==> src/rtl/config_timer.sv <==
// Three-phase traffic timer (GREEN/YELLOW/RED).
// Emits a registered one-cycle strobe at each phase expiry.
module config_timer #(
  parameter int GREEN_CYCLES  = 10,
  parameter int YELLOW_CYCLES = 3,
  parameter int RED_CYCLES    = 12,
  parameter int CNT_W = $clog2(
    (GREEN_CYCLES > YELLOW_CYCLES)
      ? ((GREEN_CYCLES > RED_CYCLES)
          ? GREEN_CYCLES : RED_CYCLES)
      : ((YELLOW_CYCLES > RED_CYCLES)
          ? YELLOW_CYCLES : RED_CYCLES)) + 1
) (
  input  logic clk,
  input  logic rst_n,
  output logic signal_change
);

  typedef enum logic [1:0] {
    GREEN  = 2'd0,
    YELLOW = 2'd1,
    RED    = 2'd2,
    ILLEGAL = 2'd3
  } phase_t;

  if (GREEN_CYCLES < 1) begin : g_bad_green
    $error("GREEN_CYCLES must be >= 1");
  end
  if (YELLOW_CYCLES < 1) begin : g_bad_yellow
    $error("YELLOW_CYCLES must be >= 1");
  end
  if (RED_CYCLES < 1) begin : g_bad_red
    $error("RED_CYCLES must be >= 1");
  end

  localparam logic [CNT_W-1:0] G_LAST =
    CNT_W'(GREEN_CYCLES - 1);
  localparam logic [CNT_W-1:0] Y_LAST =
    CNT_W'(YELLOW_CYCLES - 1);
  localparam logic [CNT_W-1:0] R_LAST =
    CNT_W'(RED_CYCLES - 1);

  phase_t           phase;
  phase_t           next_phase;
  logic [CNT_W-1:0] count;
  logic [CNT_W-1:0] last;
  logic             legal;

  // Terminal count and successor of the current phase.
  always_comb begin
    last       = '0;
    next_phase = GREEN;
    legal      = 1'b1;
    case (phase)
      GREEN: begin
        last       = G_LAST;
        next_phase = YELLOW;
      end
      YELLOW: begin
        last       = Y_LAST;
        next_phase = RED;
      end
      RED: begin
        last       = R_LAST;
        next_phase = GREEN;
      end
      default: begin
        legal = 1'b0;
      end
    endcase
  end

  // Phase counter; an illegal phase recovers to GREEN silently.
  always_ff @(posedge clk) begin
    if (rst_n) begin
      phase         <= GREEN;
      count         <= '0;
      signal_change <= 1'b0;
    end else if (!legal) begin
      phase         <= GREEN;
      count         <= '0;
      signal_change <= 1'b0;
    end else if (count == last) begin
      phase         <= next_phase;
      count         <= '0;
      signal_change <= 1'b1;
    end else begin
      count         <= count + 1'b1;
      signal_change <= 1'b0;
    end
  end

endmodule

==> config.mk <==
export PLATFORM = sky130hd
export DESIGN_NAME = config_timer
export DESIGN_NICKNAME = d
export VERILOG_FILES = /design/src/rtl/config_timer.sv
export SDC_FILE = /design/constraint.sdc
export NUM_CORES = 1
export LEC_CHECK = 0
export BUFFER_PORTS_ARGS = -buffer_cell sky130_fd_sc_hd__clkbuf_2
export CAP_MARGIN = 0
export CORE_AREA = 2 2 39 41
export DETAILED_ROUTE_END_ITERATION = 16
export DIE_AREA = 0 0 41 43
export MAX_ROUTING_LAYER = met4
export PLACE_DENSITY = 0.4
export SETUP_SLACK_MARGIN = 0.3
export SYNTH_ARGS = -nofsm -noshare
export SYNTH_HDL_FRONTEND = slang
export SYNTH_SLANG_ARGS = --single-unit
==> constraint.sdc <==
create_clock -name clk -period 2.6 [get_ports clk]
set_clock_uncertainty 0.1 [all_clocks]
set_input_delay 0.52 -clock clk [delete_from_list [all_inputs] [get_ports clk]]
set_output_delay 0.52 -clock clk [all_outputs]
set_load 0.05 [all_outputs]
Word level (Yosys, flattened, before mapping). Cells that the tools add are included.

Flip-flop bits (word level): 8.

Add/subtract/negate cells: 1. Eq/ne operators: 3. Mux-type cells: 4. Bitwise operators: 1. Reduce and logical (&&, ||, !) cells: 4.

Operators with widths (count): case mux 4 bit (3 select lines) (1); OR reduction 3 bit (2); adder 5 x 1 -> 5 bit (second input constant) (1); == test 5 bit (1); case mux 2 bit (2 select lines) (1); == test 2 x 1 -> 1 bit (second input constant) (1); == test 2 bit (second input constant) (1); logical NOT 2 bit (1); 2-to-1 mux 1 bit (2); OR reduction 2 bit (1); NOT 1 bit (1).

Longest topological paths before layout. Gate-level depths: netlist of the first run.

Depth after elaboration: 5. Gate-level depth with buffers: 6. Gate-level depth less buffers: 6.

Worst setup path before layout of the first run. Ideal clock, no wire load.

Kind: register to register. Start: reg phase[0]. End: reg count[1]. Library setup time: 116 ps. Data arrival time: 1612 ps. Data required time: 2384 ps. Path slack: 772 ps. Cell stages (with the launch flop): 7. Buffers on the path: 0. Cell sequence: dfxtp_1 -> inv_1 -> ha_1 -> xor2_1 -> or3_4 -> or2_4 -> and3_1.

Word-level cells in the longest chain between the ends: 5. Elaborated cells between the ends (all ways): 9.

RTL lines: from (decl) (RTL line 43) `phase_t phase;`; from (signal assigned) (RTL line 84) `phase <= next_phase;`; branches (longest 4 deep; another with == test 5 bit); OR reduction 3 bit (no line) (*); to (signal assigned) (RTL line 88) `count <= count + 1'b1;`; to (decl) (RTL line 45) `logic [CNT_W-1:0] count;`.

Every way passes the cells marked *. A chain may end at the register's enable or synchronous reset.

Worst setup path in the final report of the first run.
Start: reg phase[0]. End: reg count[4].

Same word-level chain as after synthesis.

==> results of run 1 <==
## cell type report
cell class	count	area (um^2)	share of cell area [%]
clock buffers	3	22.5	5.17
inverters	2	7.51	1.72
multi-input cells	29	215	49.4
flip-flops and latches	8	160	36.8
well taps	16	20.0	4.60
repair buffers	2	10.0	2.30
## kinds of logic after synthesis
family,count (synthesis),synth area share [%]
simple gates,13,18.3
flops,8,41.8
compound gates,6,9.80
fa+ha+maj,5,16.3
xor+xnor,4,9.15
buf+inv,2,1.96
mux,1,2.61
## path summary, 6_finish.rpt
| check | to | cells after the start |
|---|---|---|
| worst max-delay path | count[4] | 6 |
| worst min-delay path | signal_change | 2 |
| worst max register to register | count[4] | 6 |
| worst min register to register | count[0] | 1 |
## Yosys cell counts
library cell	count	area share, %
sky130_fd_sc_hd__inv_1	2	2.0
sky130_fd_sc_hd__nor2_1	6	5.9
sky130_fd_sc_hd__xor2_1	3	6.9
sky130_fd_sc_hd__nor3_1	1	1.3
sky130_fd_sc_hd__or2_4	1	2.3
sky130_fd_sc_hd__and3_1	1	1.6
sky130_fd_sc_hd__or3_4	1	2.9
sky130_fd_sc_hd__ha_1	5	16
sky130_fd_sc_hd__mux2i_1	1	2.6
sky130_fd_sc_hd__o21ai_0	1	1.3
sky130_fd_sc_hd__xnor2_1	1	2.3
sky130_fd_sc_hd__nand3_1	2	2.6
sky130_fd_sc_hd__o21bai_1	1	2.0
sky130_fd_sc_hd__dfxtp_1	8	42
sky130_fd_sc_hd__o31ai_1	2	3.9
sky130_fd_sc_hd__a21oi_1	2	2.6
sky130_fd_sc_hd__and2_1	1	1.6
## flip-flops by register name (all words and copies together), names as in the netlist
register	flops
count	5
phase	2
signal_change	1
## per-layer routing
metal	vias to the layer above	global-route usage (%)	wire length (um)
li1	141	-	-
met1	119	11.4	281
met2	3	13.8	326
met3	2	3.14	23
met4	0	10.0	9
met5	-	-	0
## worst max-delay path, stage by stage (launching register included)
cell	delay, ns
sky130_fd_sc_hd__dfxtp_1	0.36
sky130_fd_sc_hd__inv_1	0.09
sky130_fd_sc_hd__ha_1	0.30
sky130_fd_sc_hd__xor2_1	0.16
sky130_fd_sc_hd__or3_4	0.35
sky130_fd_sc_hd__o21ai_0	0.41
sky130_fd_sc_hd__nor2_1	0.10
## stage by stage
step                total power [mW]  cells  setup slack [ns]
finish                         0.372     60             0.606
global route                   0.399     60             0.448
CTS                            0.377     60             0.612
detailed placement             0.280     57             0.630
global placement               0.280     57             0.643
floorplan                      0.256     39             0.772
## where the power goes
| group | internal [mW] | switching [mW] | leakage [nW] | total [mW] |
|---|---|---|---|---|
| Sequential | 0.143 | 0.0191 | 0.0651 | 0.162 |
| Clock | 0.0526 | 0.0394 | 0.0138 | 0.0921 |
| Combinational | 0.0554 | 0.0625 | 0.106 | 0.118 |
==> parameters.txt, run 1 <==
Parameter                              Value

Global route
  Largest net degree at the start of global routing ... 6
  Wire length of the first global-routing pass ... 1100 um
  GRT Resource Usage Total ... 10.3%
  Number of global-route vias before repair ... 268
  Overflow left after global routing ... 0
  Initial antenna violation count ... 0

Synthesis
  Post-Synthesis Cell Area ... 383 um^2
  Instance count of the mapped netlist ... 39
  Yosys Warn Count ... 0
  Library cells used by synthesis ... 17
  Syn_nets ... 46
  Sequential cell area fraction in the yosys report ... 41.8%
  Register bit count reported by yosys ... 8
  Avg Synthesized Cell Area ... 9.82 um^2

Clock tree
  Total clock buffers created by CTS ... 3
  Hold-fix buffer count after cts ... 0
  Number of buffers between clock root and the deepest sink ... 2
  Clk root buf ... sky130_fd_sc_hd__clkbuf_4
  H-Tree Depth ... 1
  Insertion delay to the later sink of the worst-skew pair ... 0.25 ns
  Clock input transition at the sequential cells of the worst setup and hold paths ... 0.05 ns
  Clock tree from TritonCTS ... done
  Clock sink count ... 8
  Cells resized by post-CTS repair ... 0
  Post-CTS Repair Setup Buffers ... 0

Route
  Post-detailed-route DRC marker count ... 0
  Total wire length after detailed routing ... 641 um
  Detailed-route via count ... 265
  Number of optimization iterations in the first detailed-route pass ... 2
  Average via count per standard cell ... 4.42
  Post-detailed-route wirelength per cell ... 10.7 um
  Iteration-0 DRC count of the detailed router ... 3
  Post-DRT Antenna Nets ... 0

Flow run
  # Max-Cap Violations ... 0

Floorplan
  Core Rows ... 14
  Effective utilization at floorplan ... 27.7%
  Die area ... 1760 um^2
  Horizontal extent of the die ... 41 um
  Num ports ... 3
  Core footprint ... 1380 um^2
  DIE HEIGHT ... 43 um

Run status
  Run status ... finished clean

Worst setup path
  First element of the critical path ... phase[0]
  Worst setup EP type ... flop
  Crit path kind ... flop to flop
  Startpoint of the most critical register-to-register path ... phase[0]
  Worst path required time ... 2.62 ns
  Worst Path Max Fanout ... 4
  Worst R2R Setup Slack ... 0.61 ns
  Startpoint types ... flop
  Worst path arrival time ... 2.01 ns

Layout
  Ant. Diodes ... 0
  Post-layout util ... 31.5%
  Number of filler instances in the final layout ... 151
  Synth-to-layout area growth ... 13.7%
  Final net count ... 53
  Commonest non-fill, non-tap cells in the layout ... 8 x sky130_fd_sc_hd__dfxtp_1, 6 x sky130_fd_sc_hd__nor2_1, 5 x sky130_fd_sc_hd__ha_1, 3 x sky130_fd_sc_hd__xor2_1, 3 x sky130_fd_sc_hd__clkbuf_4
  Layout cell share with drive strength beyond 1 ... 15.9%
  Most common cell after layout, fill and taps aside ... sky130_fd_sc_hd__dfxtp_1
  Final Cell Area ... 435 um^2

Timing
  Worst slack on hold paths ... 0.349 ns
  Number of setup violations in the final report ... 0
  Final-report hold violation count ... 0
  Setup TNS ... 0 ns
  Max Transition Viols Final ... 0
  Unrepaired setup endpoints after global routing ... no
  Slew @ Worst Pin ... 0.456 ns
  Final clock period utilization by the worst path ... 76.7%
  Time the final worst path needs with I/O delays and setup ... 1.99 ns
  Highest attainable clock frequency ... 0.502 GHz
  Relative slew slack ... 69.3%

Min path
  Class of the most critical hold timing path ... input pin to flop
  Source of the worst hold timing path ... rst_n

Placement
  Detailed placer's ending HPWL ... 492 um
  Instance area after placement ... 413 um^2
  Port Buffer Count ... 2
  Final weighted congestion of routability-driven global placement ... 0.685

Power and ir drop
  Pwr dens ... 854 nW/um^2
  Cell leakage power ... 0.185 nW
  Worst IR Drop VDD ... 0.000231 V
(Power assumes the default switching activity.)
==> run 2, diff against run 1 <==
--- a/config.mk
+++ b/config.mk
@@ -11,7 +11,7 @@
 export DETAILED_ROUTE_END_ITERATION = 16
 export DIE_AREA = 0 0 41 43
 export MAX_ROUTING_LAYER = met4
-export PLACE_DENSITY = 0.4
+export PLACE_DENSITY = 0.42
 export SETUP_SLACK_MARGIN = 0.3
 export SYNTH_ARGS = -nofsm -noshare
 export SYNTH_HDL_FRONTEND = slang
==> constraint.sdc (replaced) <==
create_clock -name clk -period 1.8 [get_ports clk]
set_clock_uncertainty 0.1 [all_clocks]
set_input_delay 0.36 -clock clk [delete_from_list [all_inputs] [get_ports clk]]
set_output_delay 0.36 -clock clk [all_outputs]
set_load 0.05 [all_outputs]
==> parameters.txt, run 2 (synthesis gave the netlist of run 1 again) <==
Parameter                              Value

Power and ir drop
  Sequential Power Share ... 33.4% (-10 points)
  Part of the power in combinational logic ... 47.1% (+15 points)
  Relative contribution of the clock network to total power ... 19.5% (-5.3 points)
  Cell leakage power ... 0.225 nW (+21%)
  Int Pwr ... 0.463 mW (+84%)
  Sw Share ... 34.3% (+1.8 points)
  Worst IR Drop VDD ... 0.000399 V (+73%)
  Net switching power ... 0.242 mW (+100%)
  Pwr dens ... 1250 nW/um^2 (+46%)

Timing
  Highest attainable clock frequency ... 0.583 GHz (+16%)
  Time the final worst path needs with I/O delays and setup ... 1.72 ns (-0.278 ns)
  Slew @ Worst Pin ... 0.412 ns (-0.0442 ns)
  Number of setup violations in the final report ... 0 (unchanged)
  Final worst setup slack ... 0.0845 ns (-0.522 ns)
  Setup TNS ... 0 ns (unchanged)
  Relative slew slack ... 72.4% (+3.2 points)
  Unrepaired setup endpoints after global routing ... yes
  Final-report hold violation count ... 0 (unchanged)
  Final clock period utilization by the worst path ... 95.3% (+19 points)
  Max Transition Viols Final ... 0 (unchanged)

Layout
  Flip-flop count of the largest register, all copies and words added ... 5 (unchanged)
  Largest registers ... count: 5 flops, phase: 2 flops, signal_change: 1 flops
  Layout cell share with drive strength beyond 1 ... 50.0% (+34 points)
  Number of filler instances in the final layout ... 141 (-6.6%)
  Largest reg by FF count ... count
  Final net count ... 59 (+11%)
  Commonest non-fill, non-tap cells in the layout ... 6 x sky130_fd_sc_hd__nor2_1, 6 x sky130_fd_sc_hd__dfxtp_1, 5 x sky130_fd_sc_hd__buf_4
  Ant. Diodes ... 0 (unchanged)
  Synth-to-layout area growth ... 47.7%
  Post-layout util ... 40.9% (+9.4 points)

Worst setup path
  Worst path required time ... 1.85 ns (-0.77 ns)
  Worst path arrival time ... 1.77 ns (-0.24 ns)
  Reg2reg path depth ... 6 (unchanged)
  Startpoint types ... flop
  List of cells traversed by the critical path ... inv_2 -> ha_4 -> xor2_1 -> or3_4 -> or2_4 -> and3_4
  Startpoint of the most critical register-to-register path ... phase[1]
  Slowest CP cell ... sky130_fd_sc_hd__or3_4
  Worst R2R Setup Slack ... 0.08 ns (-0.52 ns)
  R2r endpoint ... count[1]
  Number of buffers and inverters on the critical path ... 1 (unchanged)
  Worst Path Max Fanout ... 4 (unchanged)
  Worst setup EP type ... flop
  Crit path kind ... flop to flop
  Top Family by Delay on Critical Path ... simple AND/OR/NAND/NOR gates
  CP peak stage delay ... 0.35 ns (-0.06 ns)

Clock tree
  Number of buffers between clock root and the deepest sink ... 2 (unchanged)
  Clk root buf ... sky130_fd_sc_hd__clkbuf_4
  Total clock buffers created by CTS ... 3 (unchanged)
  H-Tree Depth ... 1 (unchanged)
  Hold-fix buffer count after cts ... 0 (unchanged)
  Clock input transition at the sequential cells of the worst setup and hold paths ... 0.06 ns (about the same)
  Insertion delay to the later sink of the worst-skew pair ... 0.25 ns (about the same)
  Clock tree from TritonCTS ... done
  Clock sink count ... 8 (unchanged)

Route
  Post-DRT Antenna Nets ... 0 (unchanged)
  Post-detailed-route wirelength per cell ... 12.1 um (+13%)
  Iteration-0 DRC count of the detailed router ... 3 (unchanged)
  Average via count per standard cell ... 4.48 (+1.5%)
  Post-detailed-route DRC marker count ... 0 (unchanged)
  Detailed-route via count ... 296 (+12%)
  Total wire length after detailed routing ... 799 um (+25%)
  Number of optimization iterations in the first detailed-route pass ... 4 (+2)

Floorplan
  Horizontal extent of the die ... 41 um (unchanged)
  Num ports ... 3 (unchanged)
  Core Rows ... 14 (unchanged)
  Effective utilization at floorplan ... 27.7% (unchanged)
  Die area ... 1760 um^2 (unchanged)
  Core footprint ... 1380 um^2 (unchanged)
  DIE HEIGHT ... 43 um (unchanged)

Global route
  Wire length of the first global-routing pass ... 1160 um (+5.7%)
  Overflow left after global routing ... 0 (unchanged)
  GRT Resource Usage Total ... 10.8% (+0.49 points)
  Largest net degree at the start of global routing ... 6 (unchanged)
  Number of global-route vias before repair ... 281 (+4.9%)
  Initial antenna violation count ... 0 (unchanged)

Run status
  Run status ... finished clean

Placement
  Detailed placer's ending HPWL ... 453 um (-8.1%)
  Pre-CTS worst setup slack ... 0.0410 ns (-0.589 ns)
  Final weighted congestion of routability-driven global placement ... 0.688 (+0.56%)
  Port Buffer Count ... 2 (unchanged)

Min path
  Source of the worst hold timing path ... rst_n
  Hold Path End ... signal_change
  Class of the most critical hold timing path ... input pin to flop
  Hold path cells ... 2 (unchanged)

Flow run
  # Max-Cap Violations ... 0 (unchanged)
[run 2: cell count changes in the layout (fill, tap and decap cells not counted), moves of 2 or more]
cell | before | now
sky130_fd_sc_hd__buf_4 | 0 | 5
sky130_fd_sc_hd__ha_1 | 5 | 2
sky130_fd_sc_hd__ha_4 | 0 | 3
sky130_fd_sc_hd__dfxtp_1 | 8 | 6
sky130_fd_sc_hd__inv_1 | 2 | 0
[run 2: repair_timing]
item                       in CTS  in global routing
setup endpoints to repair       8                  8
hold endpoints to repair        0                  0
buffers inserted                2                  4
resized for setup               0                 14
pin swaps                       1                  4
cloned                          0                  0
[run 2: worst reg2reg max path, stage by stage (launching register included)]
cell	delay (ns)
sky130_fd_sc_hd__dfxtp_2	0.33
sky130_fd_sc_hd__inv_2	0.06
sky130_fd_sc_hd__ha_4	0.23
sky130_fd_sc_hd__xor2_1	0.13
sky130_fd_sc_hd__or3_4	0.35
sky130_fd_sc_hd__or2_4	0.26
sky130_fd_sc_hd__and3_4	0.15
[run 2: power by group through the flow]
stage                     combinational [mW]  sequential, mW  clock, mW
after detailed placement               0.183           0.239          0
after floorplan                        0.147           0.243          0
final                                  0.332           0.235      0.138
after CTS                              0.202           0.232      0.148
after global placement                 0.187           0.239          0
after global routing                   0.360           0.240      0.157
[run 2: per-stage QoR]
stage          instance area (um^2)  cells  power, mW  hold slack [ns]
2_1_floorplan                   398     39      0.390            0.336
4_1_cts                         465     62      0.581            0.177
6_report                        566     66      0.704            0.196
3_3_place_gp                    428     57      0.426            0.361
5_1_grt                         566     66      0.757            0.178
3_5_place_dp                    428     57      0.423            0.375
[run 2: how the worst max path moves through the flow]
stage / slack [ns] / from / cells past startpoint / endpoint
2_1_floorplan: 0.11 / phase[1] / 6 / count[1]
3_3_place_gp: 0.04 / phase[1] / 6 / count[1]
3_5_place_dp: 0.04 / phase[1] / 6 / count[1]
4_1_cts: 0.09 / phase[1] / 6 / count[1]
5_1_grt: 0.04 / phase[0] / 8 / phase[0]
6_report: 0.08 / phase[1] / 6 / count[1]
[run 2: per-layer routing]
layer / track usage (%) / wire [um]
met1: 12.9 / 320
met2: 12.8 / 442
met3: 4.71 / 31
met4: 10.0 / 5
met5: - / 0
[run 2: final cells by class]
type                       count  area [um^2]  area share (%)
multi-input combinational     29          289            51.1
tap                           16         20.0            3.54
inverter                       2         10.0            1.77
sequential                     8          165            29.2
timing repair buffer           8         58.8            10.4
clock buffer                   3         22.5            3.98
==> run 3, diff against run 2 <==
--- a/config.mk
+++ b/config.mk
@@ -5,13 +5,14 @@
 export SDC_FILE = /design/constraint.sdc
 export NUM_CORES = 1
 export LEC_CHECK = 0
+export ABC_AREA = 1
 export BUFFER_PORTS_ARGS = -buffer_cell sky130_fd_sc_hd__clkbuf_2
 export CAP_MARGIN = 0
 export CORE_AREA = 2 2 39 41
 export DETAILED_ROUTE_END_ITERATION = 16
 export DIE_AREA = 0 0 41 43
 export MAX_ROUTING_LAYER = met4
-export PLACE_DENSITY = 0.42
+export PLACE_DENSITY = 0.46
 export SETUP_SLACK_MARGIN = 0.3
 export SYNTH_ARGS = -nofsm -noshare
 export SYNTH_HDL_FRONTEND = slang
==> parameters.txt, run 3 <==
Parameter                              Value

Layout
  Final Cell Area ... 515 um^2 (-8.8%)
  Synth-to-layout area growth ... 19.8%
  Area taken by multi-input logic gates ... 268 um^2 (-7.4%)
  Largest registers ... count: 5 flops, phase: 2 flops, signal_change: 1 flops
  Layout cell share with drive strength beyond 1 ... 34.5% (-16 points)
  Area taken by flip-flops and latches ... 165 um^2 (unchanged)
  Flip-flop count of the largest register, all copies and words added ... 5 (unchanged)
  Most common cell after layout, fill and taps aside ... sky130_fd_sc_hd__nand2_1
  Ant. Diodes ... 0 (unchanged)
  Number of filler instances in the final layout ... 153 (+8.5%)
  Final net count ... 67 (+14%)
  Post-layout util ... 37.3% (-3.6 points)
  Commonest non-fill, non-tap cells in the layout ... 7 x sky130_fd_sc_hd__nand2_1, 6 x sky130_fd_sc_hd__inv_1, 6 x sky130_fd_sc_hd__nor2_1, 6 x sky130_fd_sc_hd__dfxtp_1
  Fin cells ... 74 (+12%)
  Largest reg by FF count ... count

Route
  Post-DRT Antenna Nets ... 0 (unchanged)
  Post-detailed-route DRC marker count ... 0 (unchanged)
  Iteration-0 DRC count of the detailed router ... 2 (-1)
  Total wire length after detailed routing ... 746 um (-6.6%)
  Detailed-route via count ... 326 (+10%)
  Number of optimization iterations in the first detailed-route pass ... 2 (-2)
  Post-detailed-route wirelength per cell ... 10.1 um (-17%)
  Average via count per standard cell ... 4.41 (-1.8%)

Power and ir drop
  Cell leakage power ... 0.240 nW (+6.6%)
  Net switching power ... 0.0886 mW (-63%)
  Relative contribution of the clock network to total power ... 38.1% (+19 points)
  Int Pwr ... 0.271 mW (-41%)
  Sw Share ... 24.6% (-9.7 points)
  Sequential Power Share ... 52.6% (+19 points)
  Worst IR Drop VDD ... 0.000379 V (-4.8%)
  Part of the power in combinational logic ... 9.3% (-38 points)
  Pwr dens ... 698 nW/um^2 (-44%)

Clock tree
  Number of buffers between clock root and the deepest sink ... 2 (unchanged)
  Clk root buf ... sky130_fd_sc_hd__clkbuf_4
  Clock input transition at the sequential cells of the worst setup and hold paths ... 0.06 ns (about the same)
  Clock tree from TritonCTS ... done
  Total clock buffers created by CTS ... 3 (unchanged)
  Clock sink count ... 8 (unchanged)
  Insertion delay to the later sink of the worst-skew pair ... 0.25 ns (about the same)
  Post-CTS Repair Setup Buffers ... 0 (-2)
  H-Tree Depth ... 1 (unchanged)

Flow run
  # Max-Cap Violations ... 0 (unchanged)

Placement
  Port Buffer Count ... 2 (unchanged)
  Detailed placer's ending HPWL ... 540 um (+19%)
  Final weighted congestion of routability-driven global placement ... 0.631 (-8.4%)
  Placed Cells incl. Taps ... 71 (+25%)
  Instance area after placement ... 460 um^2 (+7.6%)

Global route
  Overflow left after global routing ... 0 (unchanged)
  Number of global-route vias before repair ... 287 (+2.1%)
  Largest net degree at the start of global routing ... 6 (unchanged)
  GRT Resource Usage Total ... 11.1% (+0.31 points)
  Wire length of the first global-routing pass ... 1180 um (+1.7%)
  Initial antenna violation count ... 0 (unchanged)

Timing
  Final clock period utilization by the worst path ... 79.2% (-16 points)
  Relative slew slack ... 68.4% (-4.0 points)
  Worst slack on hold paths ... 0.190 ns (-0.00549 ns)
  Slew @ Worst Pin ... 0.472 ns (+0.0597 ns)
  Highest attainable clock frequency ... 0.702 GHz (+20%)
  Unrepaired setup endpoints after global routing ... no
  Number of setup violations in the final report ... 0 (unchanged)
  Setup TNS ... 0 ns (unchanged)
  Final-report hold violation count ... 0 (unchanged)
  Max Transition Viols Final ... 0 (unchanged)
  Time the final worst path needs with I/O delays and setup ... 1.43 ns (-0.290 ns)

Worst setup path
  CP peak stage delay ... 0.36 ns (about the same)
  List of cells traversed by the critical path ... inv_1 -> ha_4 -> inv_2 -> nand2_1 -> nand2_2 -> nor2_4 -> nand2_4 -> nand2_4 -> nor2_1
  Worst Path Max Fanout ... 5 (+1)
  Worst path required time ... 1.84 ns (about the same)
  Library cell appearing most often on the critical path ... sky130_fd_sc_hd__nand2_4
  Crit path kind ... flop to flop
  Worst path arrival time ... 1.46 ns (-0.31 ns)
  Slowest CP cell ... sky130_fd_sc_hd__dfxtp_4
  Worst setup EP type ... flop
  Startpoint types ... flop

Floorplan
  Horizontal extent of the die ... 41 um (unchanged)
  Die area ... 1760 um^2 (unchanged)
  Core footprint ... 1380 um^2 (unchanged)
  Num ports ... 3 (unchanged)
  Core Rows ... 14 (unchanged)
  Effective utilization at floorplan ... 31.1% (+3.4 points)
  DIE HEIGHT ... 43 um (unchanged)

Synthesis
  Share of synthesized area spent on multiplexers ... 0% (-2.6 points)
  Main synth FF type ... sky130_fd_sc_hd__dfxtp_1
  Cell accounting for the most synthesized area ... sky130_fd_sc_hd__dfxtp_1
  Post-Synthesis Cell Area ... 430 um^2 (+12%)
  Adder-Cell Fraction of Synth Area ... 14.5% (-1.8 points)
  Yosys Warn Count ... 0 (unchanged)
  XOR/XNOR share of the synthesized area ... 6.10% (-3.0 points)
  EDFF count, synth ... 0 (unchanged)
  Sequential cell area fraction in the yosys report ... 37.2% (-4.6 points)
  Area share of the largest cell type after synthesis ... 37.2% (-4.6 points)
  Instance count of the mapped netlist ... 53 (+36%)
  Main combinational cell family by area after synthesis ... simple AND/OR/NAND/NOR gates
  Syn_nets ... 60 (+30%)
  Post-synthesis compound-gate area fraction ... 0% (-9.8 points)
  Top post-synthesis cells by count ... 8 x sky130_fd_sc_hd__dfxtp_1, 8 x sky130_fd_sc_hd__inv_1, 8 x sky130_fd_sc_hd__nand2_1
  Avg Synthesized Cell Area ... 8.12 um^2 (-17%)
  Post-synthesis share of cell area spent on and, or, nand and nor gates ... 35.2% (+17 points)
  Asr flop ratio synth ... 0% (unchanged)
  Library cells used by synthesis ... 13 (-4)
  Cells taking the most area after synthesis ... sky130_fd_sc_hd__dfxtp_1 37%, sky130_fd_sc_hd__ha_1 15%, sky130_fd_sc_hd__inv_1 7.0%
  Register bit count reported by yosys ... 8 (unchanged)

Min path
  Class of the most critical hold timing path ... input pin to flop

Run status
  Run status ... finished clean
run 3: cell types whose count changed after synthesis, sizes merged, moves of 2 or more:
cell   change
nand2     +11
a21oi      -2
nand3      +3
o31ai      -2
nand4      +2
inv        +6
nor2       +4
run 3: path summary, 6_finish.rpt:
path / startpoint / to / slack, ns / cells past startpoint
min: rst_n / signal_change / 0.19 / 2
max: phase[0] / count[0] / 0.37 / 9
max reg2reg: phase[0] / count[0] / 0.37 / 9
min reg2reg: phase[0] / phase[0] / 0.39 / 2
run 3: cell type report:
cell class                      count  share of cell area [%]
Tap cell                           16                    3.88
Sequential cell                     8                    32.0
Multi-Input combinational cell     37                    51.9
Inverter                            8                    5.83
Timing Repair Buffer                2                    1.94
Clock buffer                        3                    4.37
run 3: kinds of logic (layout without fill, tap and decap cells):
logic type,after synthesis,count (layout)
simple gates,29,29
flops,8,8
buf+inv,8,13
fa+ha+maj,5,5
xor+xnor,3,3
run 3: critical path: cells and delay by family, from the launching register on:
family                   cells  cell delay (ns)
AND/OR/NAND/NOR              6             0.47
flip-flops                   1             0.36
adder cells (fa/ha/maj)      1             0.27
buffers and inverters        2             0.11
run 3: timing repair:
item / 4_1_cts / 5_1_grt
setup endpoints to repair: 7 / 7
hold endpoints to repair: 0 / 0
pin swaps: 1 / 3
gates resized for setup: 3 / 7
hold buffers: 0 / 0
gates cloned: 0 / 0
run 3: power groups by stage:
| stage | Sequential [mW] | Clock (mW) | Combinational, mW |
|---|---|---|---|
| global placement | 0.194 | 0 | 0.0296 |
| global route | 0.190 | 0.153 | 0.0377 |
| detailed placement | 0.194 | 0 | 0.0300 |
| floorplan | 0.192 | 0 | 0.0244 |
| finish | 0.189 | 0.137 | 0.0337 |
| CTS | 0.190 | 0.149 | 0.0335 |
run 3: per-stage QoR:
step	power (mW)	worst slack, ns
floorplan	0.217	0.412
global placement	0.223	0.277
detailed placement	0.224	0.285
CTS	0.372	0.331
global route	0.381	0.302
finish	0.360	0.375
run 3: metal layers:
metal / share of wire, % / routed length, um / global-route usage [%] / vias up
met2: 45 / 338 / 12.2 / 3
li1: - / - / - / 176
met4: 1.6 / 12 / 12.0 / 0
met1: 49 / 364 / 13.2 / 145
met5: 0 / 0 / - / -
met3: 4.2 / 31 / 5.24 / 2
